===== src/rtl/sort_pipe_pkg.sv =====
// ---------------------------------------------------------------------------
// sort_pipe_pkg
//   Constants and FSM state encoding shared by the stages of the
//   sort / dedup / successive-difference pipeline.
//
//   DATA_W  width of one element and of one serialized output byte
//   MAX_N   number of elements carried in one parallel frame
//   CNT_W   width of an element count; 2**CNT_W must exceed MAX_N
// ---------------------------------------------------------------------------
package sort_pipe_pkg;

    localparam int DATA_W = 8;
    localparam int MAX_N  = 9;
    localparam int CNT_W  = 4;

    // ST_CSUM is only reachable in builds that append a checksum byte
    typedef enum logic [1:0] {
        ST_IDLE = 2'd0,
        ST_HDR  = 2'd1,
        ST_BODY = 2'd2,
        ST_CSUM = 2'd3
    } state_e;

endpackage


===== src/rtl/delta_csum_acc.sv =====
// ---------------------------------------------------------------------------
// delta_csum_acc
//   Running modulo-2**DATA_W sum of every byte that leaves the serializer.
//   The module exists only when SUM_CHECKSUM_EN is defined; the default
//   build has no checksum hardware at all.
//
//   clk_i    rising-edge clock
//   rst_n_i  synchronous active-low reset
//   clear_i  restart the sum (asserted when a new frame is captured)
//   add_i    accumulate data_i (asserted on every output handshake)
//   data_i   byte being transferred
//   sum_o    sum of all bytes accumulated since the last clear
// ---------------------------------------------------------------------------
`ifdef SUM_CHECKSUM_EN
module delta_csum_acc #(
    parameter int DATA_W = 8
) (
    input  logic              clk_i,
    input  logic              rst_n_i,
    input  logic              clear_i,
    input  logic              add_i,
    input  logic [DATA_W-1:0] data_i,
    output logic [DATA_W-1:0] sum_o
);

    logic [DATA_W-1:0] acc_q;

    // Clear takes priority; a frame is only captured while nothing is
    // being transferred, so the two never collide in practice
    always_ff @(posedge clk_i) begin
        if (!rst_n_i) begin
            acc_q <= '0;
        end else if (clear_i) begin
            acc_q <= '0;
        end else if (add_i) begin
            acc_q <= acc_q + data_i;
        end
    end

    assign sum_o = acc_q;

endmodule
`endif


===== src/rtl/delta_frame_serializer.sv =====
// ---------------------------------------------------------------------------
// delta_frame_serializer
//   Captures one parallel frame (MAX_N delta bytes plus a unique count) and
//   streams it out byte-serially over a valid/ready link: a header byte
//   holding the clamped count, then that many delta bytes. Elements beyond
//   the count are never sent.
//
//   Build option SUM_CHECKSUM_EN: append a trailing byte carrying the
//   modulo-2**DATA_W sum of the header and body bytes; m_last then marks
//   that byte instead of the header or final element.
//
//   clk          rising-edge clock
//   rst_n        synchronous active-low reset
//   frame_valid  parallel frame presented by upstream
//   frame_ready  serializer idle and able to take a frame
//   frame_data   element k (1-based) at [k*DATA_W-1 -: DATA_W]
//   frame_count  number of valid leading elements
//   m_valid      output byte valid
//   m_ready      downstream accepts the byte
//   m_data       output byte
//   m_last       final byte of the frame
//   count_err    sticky flag: a frame arrived with frame_count > MAX_N
// ---------------------------------------------------------------------------
module delta_frame_serializer #(
    parameter int DATA_W = sort_pipe_pkg::DATA_W,
    parameter int MAX_N  = sort_pipe_pkg::MAX_N,
    parameter int CNT_W  = sort_pipe_pkg::CNT_W
) (
    input  logic                    clk,
    input  logic                    rst_n,
    input  logic                    frame_valid,
    output logic                    frame_ready,
    input  logic [MAX_N*DATA_W-1:0] frame_data,
    input  logic [CNT_W-1:0]        frame_count,
    output logic                    m_valid,
    input  logic                    m_ready,
    output logic [DATA_W-1:0]       m_data,
    output logic                    m_last,
    output logic                    count_err
);

    import sort_pipe_pkg::*;

    state_e                  state_q;
    logic [MAX_N*DATA_W-1:0] frameData_q;
    logic [CNT_W-1:0]        count_q;
    logic [CNT_W-1:0]        index_q;
    logic                    frameReady_q;
    logic                    mValid_q;
    logic [DATA_W-1:0]       mData_q;
    logic                    mLast_q;
    logic                    countErr_q;

    logic                    capture_d;
    logic                    xfer_d;
    logic                    overCount_d;
    logic [CNT_W-1:0]        clampedCount_d;
    logic [CNT_W-1:0]        selIndex_d;
    logic [DATA_W-1:0]       selElem_d;
    logic                    lastBody_d;

    assign capture_d   = frame_valid && frameReady_q;
    assign xfer_d      = mValid_q && m_ready;
    assign overCount_d = (frame_count > CNT_W'(MAX_N));

    // Counts above MAX_N are clamped so the body never indexes past the
    // captured frame
    always_comb begin
        clampedCount_d = frame_count;
        if (overCount_d) begin
            clampedCount_d = CNT_W'(MAX_N);
        end
    end

    // The byte following the one now on the link: element 1 after the
    // header, otherwise the next element. lastBody_d says the byte now on
    // the link is the final header/body byte of the frame.
    always_comb begin
        selIndex_d = index_q + CNT_W'(1);
        lastBody_d = (index_q == count_q);
        if (state_q == ST_HDR) begin
            selIndex_d = CNT_W'(1);
            lastBody_d = (count_q == '0);
        end
    end

    // Element select on the registered frame; element 1 sits in the LSBs
    always_comb begin
        selElem_d = '0;
        for (int k = 1; k <= MAX_N; k++) begin
            if (selIndex_d == CNT_W'(k)) begin
                selElem_d = frameData_q[k*DATA_W-1 -: DATA_W];
            end
        end
    end

`ifdef SUM_CHECKSUM_EN
    logic [DATA_W-1:0] csumSum;
    logic [DATA_W-1:0] csumByte_d;

    delta_csum_acc #(
        .DATA_W (DATA_W)
    ) u_csum (
        .clk_i   (clk),
        .rst_n_i (rst_n),
        .clear_i (capture_d),
        .add_i   (xfer_d),
        .data_i  (mData_q),
        .sum_o   (csumSum)
    );

    // The accumulator has not yet seen the byte currently on the link,
    // so fold it in when forming the checksum byte
    assign csumByte_d = csumSum + mData_q;
`endif

    // Frame FSM with registered outputs: each handshake loads the next
    // byte and its last flag, so m_data/m_last stay put while stalled
    always_ff @(posedge clk) begin
        if (!rst_n) begin
            state_q      <= ST_IDLE;
            frameData_q  <= '0;
            count_q      <= '0;
            index_q      <= '0;
            frameReady_q <= 1'b1;
            mValid_q     <= 1'b0;
            mData_q      <= '0;
            mLast_q      <= 1'b0;
            countErr_q   <= 1'b0;
        end else begin
            case (state_q)
                ST_IDLE: begin
                    if (capture_d) begin
                        frameData_q  <= frame_data;
                        count_q      <= clampedCount_d;
                        index_q      <= '0;
                        frameReady_q <= 1'b0;
                        mValid_q     <= 1'b1;
                        mData_q      <= DATA_W'(clampedCount_d);
`ifdef SUM_CHECKSUM_EN
                        mLast_q      <= 1'b0;
`else
                        mLast_q      <= (clampedCount_d == '0);
`endif
                        state_q      <= ST_HDR;
                        if (overCount_d) begin
                            countErr_q <= 1'b1;
                        end
                    end
                end
                ST_HDR, ST_BODY: begin
                    if (xfer_d) begin
                        if (lastBody_d) begin
`ifdef SUM_CHECKSUM_EN
                            mData_q      <= csumByte_d;
                            mLast_q      <= 1'b1;
                            state_q      <= ST_CSUM;
`else
                            mValid_q     <= 1'b0;
                            mData_q      <= '0;
                            mLast_q      <= 1'b0;
                            index_q      <= '0;
                            frameReady_q <= 1'b1;
                            state_q      <= ST_IDLE;
`endif
                        end else begin
                            index_q <= selIndex_d;
                            mData_q <= selElem_d;
`ifdef SUM_CHECKSUM_EN
                            mLast_q <= 1'b0;
`else
                            mLast_q <= (selIndex_d == count_q);
`endif
                            state_q <= ST_BODY;
                        end
                    end
                end
`ifdef SUM_CHECKSUM_EN
                ST_CSUM: begin
                    if (xfer_d) begin
                        mValid_q     <= 1'b0;
                        mData_q      <= '0;
                        mLast_q      <= 1'b0;
                        index_q      <= '0;
                        frameReady_q <= 1'b1;
                        state_q      <= ST_IDLE;
                    end
                end
`endif
                default: begin
                    state_q <= ST_IDLE;
                end
            endcase
        end
    end

    assign frame_ready = frameReady_q;
    assign m_valid     = mValid_q;
    assign m_data      = mData_q;
    assign m_last      = mLast_q;
    assign count_err   = countErr_q;

endmodule

===== config.mk =====
export PLATFORM = sky130hd
export DESIGN_NAME = delta_frame_serializer
export DESIGN_NICKNAME = d
export VERILOG_FILES = /design/src/rtl/sort_pipe_pkg.sv /design/src/rtl/delta_csum_acc.sv /design/src/rtl/delta_frame_serializer.sv
export SDC_FILE = /design/constraint.sdc
export NUM_CORES = 1
export LEC_CHECK = 0
export ABC_AREA = 1
export BUFFER_PORTS_ARGS = -buffer_cell sky130_fd_sc_hd__buf_2
export CAP_MARGIN = 25
export CORE_AREA = 2 2 96 98
export DETAILED_ROUTE_END_ITERATION = 10
export DIE_AREA = 0 0 98 100
export PLACE_DENSITY = 0.77
export RECOVER_POWER = 25
export SYNTH_ARGS = -nofsm -noshare
export SYNTH_HDL_FRONTEND = slang
export SYNTH_SLANG_ARGS = --single-unit
export TNS_END_PERCENT = 10

===== constraint.sdc =====
create_clock -name clk -period 2.65 [get_ports clk]
set_clock_uncertainty 0.15 [all_clocks]
set_input_delay 0.53 -clock clk [delete_from_list [all_inputs] [get_ports clk]]
set_output_delay 0.53 -clock clk [all_outputs]
set_load 0.05 [all_outputs]

### Word-level counts from Yosys, hierarchy flattened

Cells that the tools add are included.

| word-level totals | value |
|---|---|
| flip-flop bits (word level) | 94 |
| input bits | 80 |

| cells by class | value |
|---|---|
| $add $sub $neg | 1 |
| magnitude comparators | 1 |
| equality and inequality tests | 16 |
| mux-type cells | 36 |
| reduce and logical (&&, ||, !) cells | 12 |

Operator list:

| operator | count |
|---|---|
| $mux 8 | 12 |
| $mux 4 | 5 |
| $eq 4x3->1 const B | 4 |
| $pmux 8 s2 | 1 |
| $mux 1 | 10 |
| $eq 4x2->1 const B | 2 |
| $eq 4x4->1 | 2 |
| $eq 4x4->1 const B | 2 |
| $logic_not 4->1 | 2 |
| $pmux 4 s2 | 1 |
| $mux 2 | 3 |
| $ne 2x2->1 const B | 3 |
| $pmux 1 s2 | 3 |
| $reduce_and 3->1 | 2 |
| $add 4x1->4 const B | 1 |
| $eq 4x1->1 const B | 1 |
| $gt 4x4->1 const B | 1 |
| $pmux 2 s2 | 1 |
| $reduce_and 2->1 | 2 |
| $reduce_and 4->1 | 1 |
| $eq 2x1->1 const B | 1 |
| $eq 2x2->1 const B | 1 |
| $logic_and 1x1->1 | 2 |
| $logic_not 2->1 | 1 |
| 2 further kinds | 2 |

### Depth between registers and ports, before layout

| depth | value |
|---|---|
| depth in word-level cells | 15 |
| depth in mapped cells | 16 |

### Least setup slack after synthesis

No wires, ideal clock.

| path | value |
|---|---|
| path kind | reg2reg |
| start point | register index_q[0] |
| end point | register mData_q[0] (netlist: m_data[0]) |
| arrival | 1.834 ns |
| path slack | 0.599 ns |
| cell stages (with the launch flop) | 14 |
| cell sequence | dfxtp_1 ha_1 inv_1 nor2_2 inv_2 nor2_1 nand3_2 nor2_1 nor2_1 nand3_1 nand2_1 nand3_1 nand2_1 a21oi_2 |

| between the ends | value |
|---|---|
| cells in the longest elaborated chain, start to end | 15 |
| elaborated cells on any way between the ends | 25 |
| those cells by class | add/sub: 1; eq/ne: 10; mux: 14 |

Ends and longest elaborated chain:

| element | line | RTL |
|---|---|---|
| start, declared | delta_frame_serializer.sv:47 | `logic [CNT_W-1:0] index_q;` |
| start signal, assigned | delta_frame_serializer.sv:167 | `index_q <= selIndex_d;` |
| $add 4x1->4 | delta_frame_serializer.sv:79 | `selIndex_d = index_q + CNT_W'(1);` |
| $mux 4 | delta_frame_serializer.sv:81 | `if (state_q == ST_HDR) begin` |
| $eq 4x1->1 | delta_frame_serializer.sv:91 | `if (selIndex_d == CNT_W'(k)) begin` |
| $mux 8 (9 in a row) | delta_frame_serializer.sv:91 |  |
| $mux 8 * | delta_frame_serializer.sv:153 | `if (lastBody_d) begin` |
| $mux 8 * | delta_frame_serializer.sv:152 | `if (xfer_d) begin` |
| $pmux 8 s2 * | delta_frame_serializer.sv:131 | `case (state_q)` |
| end signal, assigned | delta_frame_serializer.sv:139 | `mData_q <= DATA_W'(clampedCount_d);` |
| end signal, assigned | delta_frame_serializer.sv:168 | `mData_q <= selElem_d;` |
| end, declared | delta_frame_serializer.sv:50 | `logic [DATA_W-1:0] mData_q;` |

Every way passes the cells marked *; elsewhere a longest branch is shown, timed or not. The select of a mux whose other input is x is not followed.
A chain may end at the register's enable or synchronous reset.

### Worst setup path in the final report

| path | value |
|---|---|
| start point | register index_q[0] |
| end point | register mData_q[2] (netlist: m_data[2]) |

The elaborated chain is that of the path after synthesis.

==> impl_metrics.env <==
export IMPL_status="finished clean"
export IMPL_drtAntennaViolNets=0
export IMPL_die_width_um=98
export IMPL_finalMaxSlewViolations=0
export IMPL_rsz0062_at_grt="false"
export IMPL_die_h_um=100
export IMPL_place_inst=785
export IMPL_worstHoldEndpoint="frameData_q[22]"
export IMPL_cts_root_buffer="clkbuf_8"
export IMPL_vias=4180
export IMPL_crit_path_start_kind="flop"
export IMPL_fmax_mhz=420
export IMPL_antennaDiodeCount=0
export IMPL_path_clk_slew_ps=90
export IMPL_r2r_start="index_q[0]"
export IMPL_synth_top_cell_area_share_pct=44.1
export IMPL_grt_busiest_layer="met2"
export IMPL_ff2ff_path_depth=11
export IMPL_drt_iter0_markers=195
export IMPL_yosysTopAreaCell="dfxtp_1"
export IMPL_cts_sinks=94
export IMPL_met2_usage_pct=36.1
export IMPL_tightest_slew_ps=964
export IMPL_post_synth_num_cell_types=35
export IMPL_setup_worst_path_end_class="flop"
export IMPL_synthCells=605
export IMPL_vias_per_cell=5.22
export IMPL_antenna_found_initial=0
export IMPL_route_detailed_drc=0
export IMPL_top_level_ports=92
export IMPL_portBuffers=91
export IMPL_seqCellArea_um2=1880
export IMPL_regToRegEndpoint="m_data[2]"
export IMPL_peakVddDrop_uv=397
export IMPL_grt_usage_pct=22.5
export IMPL_leakage_nw=2.13
export IMPL_cts_tree="yes"
export IMPL_drive_gt1_share_pct=18.8
export IMPL_core_um2=8890
export IMPL_setup_violations=0
export IMPL_power_density_nw_per_um2=1070
export IMPL_dpl_hpwl_um=8040
export IMPL_dr_pass1_iters=5
export IMPL_grt_pass1_wl_um=18000
export IMPL_grt_start_max_net_pins=101
export IMPL_yosysMostFrequentCell="nand2_1"
export IMPL_numCtsBuffers=9
export IMPL_hold_buffers=0
export IMPL_cp_max_fo=9
export IMPL_final_cells=801
export IMPL_rows=35
export IMPL_reg2reg_slack_ps=270
export IMPL_max_stage_delay_ps=510
export IMPL_hold_path_startpoint="frame_data[22]"
export IMPL_path_class="flop to flop"
export IMPL_synthesis_area_um2=4270
export IMPL_timing_setup_tns_ps=0
export IMPL_path_cells="ha_1 > inv_1 > nor2_4 > nor2_2 > inv_2 > nor3_4 > buf_4 > a21oi_1 > nand2_1 > nand2_1 > a21oi_1"
export IMPL_cap_violations=0
export IMPL_initial_core_util_pct=48.0
export IMPL_relSlewSlack_pct=35.8
export IMPL_post_drt_wl_per_cell_um=13.6
export IMPL_ys_ff_latch=94
export IMPL_gp_congestion=0.910
export IMPL_die_area_um2=9800
export IMPL_overflow=0
export IMPL_final_nets=768
export IMPL_synth_area_top_cells="dfxtp_1 44%, nand2_1 17%, a21oi_1 12%"
export IMPL_grt_util_met1_pct=30.3
export IMPL_grt_pass1_vias=3842
export IMPL_async_reset_ff_share_pct=0
export IMPL_cts_path_max_buffers=2
export IMPL_crit_family="simple AND/OR/NAND/NOR gates"
export IMPL_cts_setup_buffers=0
export IMPL_crit_arrival_ps=2530
export IMPL_postSynthNetCount=688
export IMPL_htree_levels=3
export IMPL_whs_path_depth=3
export IMPL_multiInputGateArea_um2=2080
export IMPL_worstHoldPathType="input pin to flop"
export IMPL_fin_crit_sh_pct=89.9
export IMPL_finalWirelength_um=10900
export IMPL_grtUsageMet3_pct=4.67
export IMPL_ys_seq_area_share_pct=44.1
export IMPL_avgSynthCellArea_um2=7.05
export IMPL_clock_latency_ps=360
export IMPL_yosys_warnings=0
export IMPL_synth_edf_count=0
export IMPL_slowest_stage="dfxtp_1"
export IMPL_area_growth_syn_to_layout_pct=17.9
export IMPL_crit_buf_inv=3
export IMPL_finalHoldViolCount=0
export IMPL_synthTopCellsByCount="195 x nand2_1, 104 x a21oi_1, 94 x dfxtp_1"
export IMPL_n_fill_cell=889
export IMPL_final_min_clock_period_ps=2380
export IMPL_synth_flop_cell="dfxtp_1"
export IMPL_cp_data_required_time_ps=2800
## worst max path at each step
stage,start,endpoint,slack [ps],cells after the start
detailed placement,index_q[0],m_data[2],280,13
global route,index_q[0],m_data[2],10,11
finish,index_q[0],m_data[2],270,11
floorplan,index_q[0],m_data[0],600,13
CTS,index_q[0],m_data[5],230,13
global placement,index_q[0],m_data[5],350,13
## report_power, final
part           total, mW  switching, mW  internal (mW)
combinational       2.44           1.70          0.734
sequential          2.01          0.221           1.79
clock              0.956          0.494          0.462
## registers in the layout, summed over array words and instances (netlist names)
| register | flops |
|---|---|
| frame_ready | 1 |
| count_err | 1 |
| m_valid | 1 |
| state_q | 2 |
| m_last | 1 |
| index_q | 4 |
| m_data | 8 |
| count_q | 4 |
| frameData_q | 72 |
## routing by layer
layer  vias to the layer above  routed length (µm)  share of wire (%)
met4                         0                 220                2.0
met1                      1927                4990                 46
met5                         -                   0                  0
met3                        19                 562                5.2
met2                       114                5120                 47
li1                       2120                   -                  -
## placed cells by master (no fill, tap or decap), drive strengths merged
cell and count:
nor2 35, nand2 201, ha 3, a221oi 1
xor2 3, clkbuf 24, buf 85, nand4 10
a211oi 5, nand3 12, o21a 1, o211ai 6
a31oi 1, clkinv 4, nor3 2, clkinvlp 2
o221ai 1, dfxtp 94, inv 52, a21oi 108
bufinv 1, o21ai 39
## cell type report
| cell class | count | share of cell area (%) |
|---|---|---|
| Clock inverter | 5 | 1.17 |
| Tap cell | 111 | 2.76 |
| Clock buffer | 11 | 2.81 |
| Timing Repair Buffer | 98 | 10.3 |
| Multi-Input combinational cell | 428 | 41.4 |
| Sequential cell | 94 | 37.4 |
| Inverter | 54 | 4.16 |
## repair_timing
| item | CTS | global route |
|---|---|---|
| hold endpoints to repair | 0 | 0 |
| gates resized for setup | 0 | 1 |
| endpoints found under the setup margin | 0 | 1 |
## per-stage QoR
stage / utilization [%] / power (mW) / instance area, µm² / setup slack (ps) / hold slack, ps
floorplan: - / 3.81 / 4270 / 599 / 280
global placement: 54.4 / 4.42 / 4840 / 354 / 291
detailed placement: 54.4 / 4.46 / 4840 / 275 / 297
CTS: 56.7 / 5.42 / 5040 / 234 / 246
global route: 56.6 / 5.80 / 5030 / 12.1 / 245
finish: 56.6 / 5.40 / 5030 / 268 / 254
## logic make-up (layout without fill, tap and decap cells)
kind of cell | Yosys count | in the layout | share of synthesized area [%]
AOI/OAI and AO/OA | 162 | 162 | 20.3
xor gates and xnor gates | 3 | 3 | 0.616
adders and majority gates | 3 | 3 | 0.880
buffers and inverters | 83 | 168 | 7.54
DFF | 94 | 94 | 44.1
and+or+nand+nor | 260 | 260 | 26.6
## tightest hold or removal path, cell delays in order
cell and delay [ps]:
buf_2 90, nand2_1 50, a21oi_1 50
No activity file was read; power rests on OpenSTA's default activity.
